[src/rtl/bus_mux_lock.sv]
// Locking master/slave mux for the 1-bit serial system bus: route latched at transaction start.
// Optional stall abort enabled by defining BUS_MUX_TIMEOUT_EN.
module bus_mux_lock #(
  parameter int unsigned NUM_MASTERS    = 2,
  parameter int unsigned NUM_SLAVES     = 3,
  parameter int unsigned TIMEOUT_CYCLES = 64,
  localparam int unsigned GW = $clog2(NUM_MASTERS + 1),
  localparam int unsigned SW = $clog2(NUM_SLAVES + 1)
) (
  input  logic                   clk,
  input  logic                   rst,
  input  logic [GW-1:0]          bus_grant,
  input  logic [SW-1:0]          slave_sel,
  input  logic [NUM_MASTERS-1:0] m_valid,
  input  logic [NUM_MASTERS-1:0] m_tx_address,
  input  logic [NUM_MASTERS-1:0] m_tx_data,
  input  logic [NUM_MASTERS-1:0] m_write_en,
  input  logic [NUM_MASTERS-1:0] m_read_en,
  output logic [NUM_MASTERS-1:0] m_rx_data,
  output logic [NUM_MASTERS-1:0] m_slave_ready,
  output logic [NUM_SLAVES-1:0]  s_valid,
  output logic [NUM_SLAVES-1:0]  s_rx_address,
  output logic [NUM_SLAVES-1:0]  s_rx_data,
  output logic [NUM_SLAVES-1:0]  s_write_en,
  output logic [NUM_SLAVES-1:0]  s_read_en,
  input  logic [NUM_SLAVES-1:0]  s_tx_data,
  input  logic [NUM_SLAVES-1:0]  s_slave_ready,
  output logic                   route_active,
  output logic [GW-1:0]          route_master,
  output logic [SW-1:0]          route_slave,
  output logic                   sel_error,
  output logic                   timeout
);

  typedef enum logic [1:0] {StIdle, StActive, StRelease} state_e;

  localparam logic [GW-1:0] MaxGrant = GW'(NUM_MASTERS);
  localparam logic [SW-1:0] MaxSel   = SW'(NUM_SLAVES);

  state_e        state_q, state_d;
  logic [GW-1:0] master_q, master_d;
  logic [SW-1:0] slave_q, slave_d;
  logic          seen_valid_q, seen_valid_d;
  logic          sel_error_q, sel_error_d;
  logic          timeout_q, timeout_d;

  logic grant_ok, sel_ok, active;
  logic lm_valid, lm_addr, lm_data, lm_we, lm_re;
  logic ls_tx, ls_ready;
  logic stall_abort;

  // Grant values above NUM_MASTERS count as no grant.
  assign grant_ok = (bus_grant != '0) && (bus_grant <= MaxGrant);
  assign sel_ok   = (slave_sel != '0) && (slave_sel <= MaxSel);
  assign active   = (state_q == StActive);

  always_comb begin
    lm_valid = 1'b0;
    lm_addr  = 1'b0;
    lm_data  = 1'b0;
    lm_we    = 1'b0;
    lm_re    = 1'b0;
    ls_tx    = 1'b0;
    ls_ready = 1'b0;
    for (int unsigned i = 0; i < NUM_MASTERS; i++) begin
      if (master_q == GW'(i + 1)) begin
        lm_valid = m_valid[i];
        lm_addr  = m_tx_address[i];
        lm_data  = m_tx_data[i];
        lm_we    = m_write_en[i];
        lm_re    = m_read_en[i];
      end
    end
    for (int unsigned j = 0; j < NUM_SLAVES; j++) begin
      if (slave_q == SW'(j + 1)) begin
        ls_tx    = s_tx_data[j];
        ls_ready = s_slave_ready[j];
      end
    end
  end

`ifdef BUS_MUX_TIMEOUT_EN
  localparam int unsigned CW = $clog2(TIMEOUT_CYCLES + 1);

  logic [CW-1:0] stall_cnt_q, stall_cnt_d;

  always_comb begin
    stall_cnt_d = '0;
    stall_abort = 1'b0;
    if (active && !ls_ready) begin
      stall_cnt_d = lm_valid ? stall_cnt_q + 1'b1 : stall_cnt_q;
      stall_abort = (stall_cnt_d == CW'(TIMEOUT_CYCLES));
    end
  end

  always_ff @(posedge clk) begin
    if (rst || state_d != StActive) begin
      stall_cnt_q <= '0;
    end else begin
      stall_cnt_q <= stall_cnt_d;
    end
  end
`else
  logic unused_timeout_cfg;
  assign unused_timeout_cfg = ^TIMEOUT_CYCLES;
  assign stall_abort        = 1'b0;
`endif

  always_comb begin
    state_d      = state_q;
    master_d     = master_q;
    slave_d      = slave_q;
    seen_valid_d = seen_valid_q;
    sel_error_d  = 1'b0;
    timeout_d    = 1'b0;
    case (state_q)
      StIdle: begin
        seen_valid_d = 1'b0;
        if (grant_ok) begin
          if (sel_ok) begin
            state_d  = StActive;
            master_d = bus_grant;
            slave_d  = slave_sel;
          end else begin
            sel_error_d = 1'b1;
          end
        end
      end
      StActive: begin
        if (lm_valid) seen_valid_d = 1'b1;
        if (stall_abort) begin
          state_d   = StRelease;
          timeout_d = 1'b1;
        end else if (!lm_valid && (seen_valid_q || !grant_ok)) begin
          state_d = StRelease;
        end
      end
      StRelease: begin
        state_d      = StIdle;
        seen_valid_d = 1'b0;
        master_d     = '0;
        slave_d      = '0;
      end
      default: state_d = StIdle;
    endcase
  end

  always_ff @(posedge clk) begin
    if (rst) begin
      state_q      <= StIdle;
      master_q     <= '0;
      slave_q      <= '0;
      seen_valid_q <= 1'b0;
      sel_error_q  <= 1'b0;
      timeout_q    <= 1'b0;
    end else begin
      state_q      <= state_d;
      master_q     <= master_d;
      slave_q      <= slave_d;
      seen_valid_q <= seen_valid_d;
      sel_error_q  <= sel_error_d;
      timeout_q    <= timeout_d;
    end
  end

  // Forward and return paths are combinational from the latched route.
  always_comb begin
    s_valid       = '0;
    s_rx_address  = '0;
    s_rx_data     = '0;
    s_write_en    = '0;
    s_read_en     = '0;
    m_rx_data     = '0;
    m_slave_ready = '0;
    for (int unsigned j = 0; j < NUM_SLAVES; j++) begin
      if (active && slave_q == SW'(j + 1)) begin
        s_valid[j]      = lm_valid;
        s_rx_address[j] = lm_addr;
        s_rx_data[j]    = lm_data;
        s_write_en[j]   = lm_we;
        s_read_en[j]    = lm_re;
      end
    end
    for (int unsigned i = 0; i < NUM_MASTERS; i++) begin
      if (active && master_q == GW'(i + 1)) begin
        m_rx_data[i]     = ls_tx;
        m_slave_ready[i] = ls_ready;
      end
    end
  end

  assign route_active = active;
  assign route_master = active ? master_q : '0;
  assign route_slave  = active ? slave_q : '0;
  assign sel_error    = sel_error_q;
  assign timeout      = timeout_q;

endmodule

[config.mk]
export PLATFORM = sky130hd
export DESIGN_NAME = bus_mux_lock
export DESIGN_NICKNAME = d
export VERILOG_FILES = /design/src/rtl/bus_mux_lock.sv
export SDC_FILE = /design/constraint.sdc
export NUM_CORES = 1
export LEC_CHECK = 0
export CORE_ASPECT_RATIO = 1.1
export CORE_MARGIN = 2
export CORE_UTILIZATION = 30
export CTS_CLUSTER_DIAMETER = 100
export CTS_CLUSTER_SIZE = 14
export DETAILED_ROUTE_END_ITERATION = 7
export PLACE_DENSITY = 0.75
export SLEW_MARGIN = 5
export SYNTH_ARGS = -nofsm -noshare
export SYNTH_HDL_FRONTEND = slang
export SYNTH_SLANG_ARGS = --single-unit
[constraint.sdc]
create_clock -name clk -period 1.5 [get_ports clk]
set_clock_uncertainty 0.15 [all_clocks]
set_input_delay 0.375 -clock clk [delete_from_list [all_inputs] [get_ports clk]]
set_output_delay 0.375 -clock clk [all_outputs]
set_load 0.03 [all_outputs]
==> After elaboration in Yosys (flattened, before gate mapping) <==
Index checks and enable logic that the tools add are counted.
{ "word_totals": {"word_cells": 91, "output_inout_bits": 26, "regBits": 8, "inputBits": 22} }
{ "classes": {"bitwise_logic": 2, "order_cmp": 2, "n_mux": 50, "eq_ne": 11, "reduce_logical": 21} }
{ "ops": {"columns": ["operator", "n"], "rows": [
  ["1-bit 2-to-1 mux", 37],
  ["2-bit 2-to-1 mux", 9],
  ["2-bit case mux with 2 select lines", 3],
  ["2-bit equality test, second input constant", 4],
  ["1-bit logical AND", 8],
  ["2-bit nonzero test", 4],
  ["2-bit by 1-bit equality test with 1-bit output, second input constant", 3],
  ["3-bit AND reduction", 2],
  ["2-bit <= comparator, second input constant", 2],
  ["2-bit by 1-bit != test with 1-bit output, second input constant", 2],
  ["2-bit != test, second input constant", 2],
  ["3-bit OR reduction", 1],
  ["1-bit zero test", 2],
  ["2-bit zero test", 1],
  ["1-bit NOT", 2],
  ["1-bit case mux with 2 select lines", 1],
  ["2-bit AND reduction", 1],
  ["2-bit OR reduction", 1],
  ["1-bit logical OR", 1]
]} }

==> Depth between registers and ports, before layout <==
{ "logic_depth": {"depth_word": 7, "mapped_depth": 4, "ltp_nobuf": 3} }

==> Worst setup path before layout <==
Ideal clock, no wire load.
{ "synth_timing": {"path_type": "register to output", "startpoint": "register state_q[1]", "endpoint": "output m_rx_data[1]", "n_path_buf": 1, "t_required_ps": 975, "path_stages_with_launch": 5, "slack_ps": -510, "t_arrival_ps": 1485, "path_cell_list": "dfxtp_1 nor2b_2 buf_4 nand2_1 nor3_1"} }
{ "synth_between": {"elab_chain_len": 3} }
{ "synth_lines": {"columns": ["element", "line_no", "text"], "rows": [
  ["start, declared", "40", "state_e state_q, state_d;"],
  ["start signal, assigned", "150", "state_q <= StIdle;"],
  ["start signal, assigned", "157", "state_q <= state_d;"],
  ["2-bit by 1-bit equality test with 1-bit output", "55", "assign active = (state_q == StActive);"],
  ["named net route_active", "28", "output logic route_active,"],
  ["1-bit logical AND", "185", "if (active && master_q == GW'(i + 1)) begin"],
  ["1-bit 2-to-1 mux", "185", null],
  ["end, declared", "19", "output logic [NUM_MASTERS-1:0] m_rx_data,"]
]} }
The timed path passes the listed nets, and every way through them passes these cells.

==> Worst setup path after layout <==
{ "layout_timing": {"startpoint": "register slave_q[1]", "endpoint": "output m_slave_ready[0]"} }
{ "layout_between": {"elab_chain_len": 5, "word_cells_on_any_way": 7, "cone_classes": "eq/ne (3); mux (4)"} }
{ "layout_lines": {"columns": ["element", "line_no", "text"], "rows": [
  ["start, declared", "42", "logic [SW-1:0] slave_q, slave_d;"],
  ["start signal, assigned", "159", "slave_q <= slave_d;"],
  ["2-bit by 1-bit equality test with 1-bit output", "75", "if (slave_q == SW'(j + 1)) begin"],
  ["1-bit 2-to-1 mux (2 in series)", "75", null],
  ["1-bit 2-to-1 mux (*)", "75", null],
  ["1-bit 2-to-1 mux (*)", "185", null],
  ["end, declared", "20", "output logic [NUM_MASTERS-1:0] m_slave_ready,"]
]} }
Every way passes the cells marked *; elsewhere a longest branch is shown, timed or not.

==> reports/qor.yml <==
place_hpwl_mm: 2.04
r2r_end: "state_q[0]"
track_usage_pct: 25.4
clockBufferDepth: 2
cp_data_arrival_time_ps: 1460
synthArstFlopShare_pct: 0
synth_edf_count: 0
yosys_warnings: 0
synthMuxAreaShare_pct: 4.05
die_area_mm2: 0.00255
worstHoldStart: "seen_valid_q"
cts-root-buf: "clkbuf_4"
drt_drc_violations_left: 0
ctsHoldBuffers: 0
netlist.area_leader.share_pct: 24.7
synth_area_leaders: "dfxtp_1 (25%), nor2_1 (9.3%), a22oi_1 (6.9%)"
coreArea_mm2: 0.00202
synth_area_leader_cell: "dfxtp_1"
cp-start-kind: "flop"
grt_max_degree: 11
syn2layout_area_growth_pct: 168
num_vias: 1042
detail-route-antenna-nets: 0
power.total_mw: 0.869
drv_slew: 0
synth-xor-area-share_pct: 2.70
routabilityCongestion: 0.718
mappedNetlistArea_um2: 648
reg2reg_from: "master_q[1]"
worstPathRequired_ps: 970
synthDistinctLibCells: 32
p_clk_share_pct: 20.8
die_width_um: 48.3
r2r_cells: 6
combPwrFrac_pct: 50.7
yosys-top-cells-count: "nor2_1 (16), dfxtp_1 (8), nand2_1 (7), nor3_1 (7), a22oi_1 (6)"
cp-end-kind: "primary output"
viasPerCell: 5.34
io_buffers: 46
p_sw_mw: 0.317
path_max_fanout: 4
hold_viol: 0
cts_tree: "built"
grt_antenna_before_repair: 0
setup_slack_ps: -486
placed_area_mm2: 0.00149
dp_cells: 186
static-leakage-power_nw: 0.690
routed_wl_mm: 3.38
r2r_setup_slack_ps: -60
setup_viol: 26
fin_crit_sh_pct: 132
chipHeight_um: 52.8
ys_seq_area_share_pct: 24.7
avgSynthCellArea_um2: 6.97
clk_pin_slew_ps: 60
place_ws_ps: -627
maxCapViolCount: 0
path_class: "reg2out"
path_buf_inv: 1
p_per_area_mw_per_mm2: 501
holdCritPathClass: "reg2reg"
cpLargestDelayFamily: "flip-flops"
worstPathCellList: "mux2_4 -> a22oi_2 -> nor2_2 -> buf_6"
yosys_register_bits: 8
critical_path.max_stage_delay_ps: 380
switching_share_pct: 36.5
post-route-util_pct: 85.9
drtIter0Drc: 15
p_int_mw: 0.551
max_freq_ghz: 0.504
num_rows: 17
status: "finished, violations left"
synth_most_common_cell: "nor2_1"
grt_overflow: 0
synthSimpleGateAreaFrac_pct: 39.0
synth_top_family_by_area: "simple AND/OR/NAND/NOR gates"
min_period_ps: 1990
instances_no_fill: 195
pwr-share-seq_pct: 28.5
first_pass_iters: 4
postSynthNetCount: 115
syn_inst: 93
synth_compound_area_share_pct: 20.7
initial_core_util_pct: 32.1
cts_buffers: 3
grt_pass1_vias: 1012
rsz0062_at_grt: "true"
numClockSinks: 8
pin_count: 48
htree_num_levels: 1
hold_path_end: "seen_valid_q"
synthFlopType: "dfxtp_1"
hold_depth: 2
grt_pass1_wl_mm: 4.91
final_area_mm2: 0.00174
violations: "setup timing"
diodes: 0
clk_latency_ps: 260
synthAdderAreaFrac_pct: 0
drive_gt1_share_pct: 65.3
critPathSlowestCell: "dfxtp_4"
ir_worst_vdd_mv: 0.539
wl_per_cell_um: 17.3
nets: 190
[tightest hold or removal path: cells and delay by family (launching register included)]
family | cells | cell delay, ps
flip-flops | 1 | 320
AO/OA/AOI/OAI | 1 | 50
AND/OR/NAND/NOR | 1 | 60
[placed cells by master (no fill, tap or decap), types with 3 or more instances in the layout]
cell and instances:
a21oi_1 5, a22oi_2 6, and2_4 3, buf_4 21, buf_6 32, clkbuf_4 3
clkdlybuf4s50_1 13, dfxtp_1 3, dfxtp_4 3, dlygate4sd2_1 7, nand2_1 4, nand3_1 3
nor2_4 13, nor2b_4 3, nor3_4 5
[state kept, by name, indices dropped and copies added, names as in the netlist]
name	cells
sel_error	1
master_q	2
state_q	2
slave_q	2
seen_valid_q	1
[per-stage QoR]
| step | setup TNS [ps] | hold WS (ps) |
|---|---|---|
| after floorplan | -1810 | 300 |
| after global placement | -10400 | 314 |
| after detailed placement | -10850 | 320 |
| after CTS | -9180 | 327 |
| after global routing | -10360 | 358 |
| final | -9380 | 328 |
[worst max path at each step]
stage,from,endpoint,slack (ps),depth (start not counted)
after floorplan,slave_q[1],m_rx_data[1],-140,4
after global placement,m_valid[0],s_valid[0],-590,6
after detailed placement,m_valid[0],s_valid[0],-630,6
after CTS,slave_q[1],m_slave_ready[1],-460,4
after global routing,master_q[1],s_valid[2],-520,5
final,slave_q[1],m_slave_ready[0],-490,4
[area by class of cell]
class	instances	area, µm²
repair buffers	76	757
well taps	28	35.0
multi-input cells	75	723
clock buffers	4	26.3
inverters	4	20.0
fillers	112	285
flip-flops and latches	8	174
[power groups by stage]
| stage | combinational, mW | clock, mW | sequential [mW] |
|---|---|---|---|
| finish | 0.441 | 0.181 | 0.247 |
| global route | 0.462 | 0.191 | 0.248 |
| CTS | 0.409 | 0.189 | 0.244 |
| detailed placement | 0.364 | 0 | 0.250 |
| global placement | 0.357 | 0 | 0.249 |
| floorplan | 0.201 | 0 | 0.246 |
[cells by family (layout without fill, tap and decap cells)]
logic type / Yosys count / in the layout
and+or+nand+nor: 50 / 50
DFF: 8 / 8
xor gates and xnor gates: 2 / 2
buffers and inverters: 10 / 84
muxes: 2 / 2
AOI/OAI and AO/OA: 20 / 20
other: 1 / 1
[metal layers]
layer | wire (µm) | GRT usage, %
met1 | 1280 | 25.4
met2 | 1920 | 52.8
met3 | 135 | 3.14
met4 | 44 | 11.4
met5 | 0 | 0
[repair_timing]
action                     in CTS  in global routing
pin swaps                      14                  9
setup endpoints to repair      28                 32
gates resized for setup        54                  8
buffers inserted                4                  2
cloned                          0                  0
Note: power is estimated with default switching activity, not from simulation.
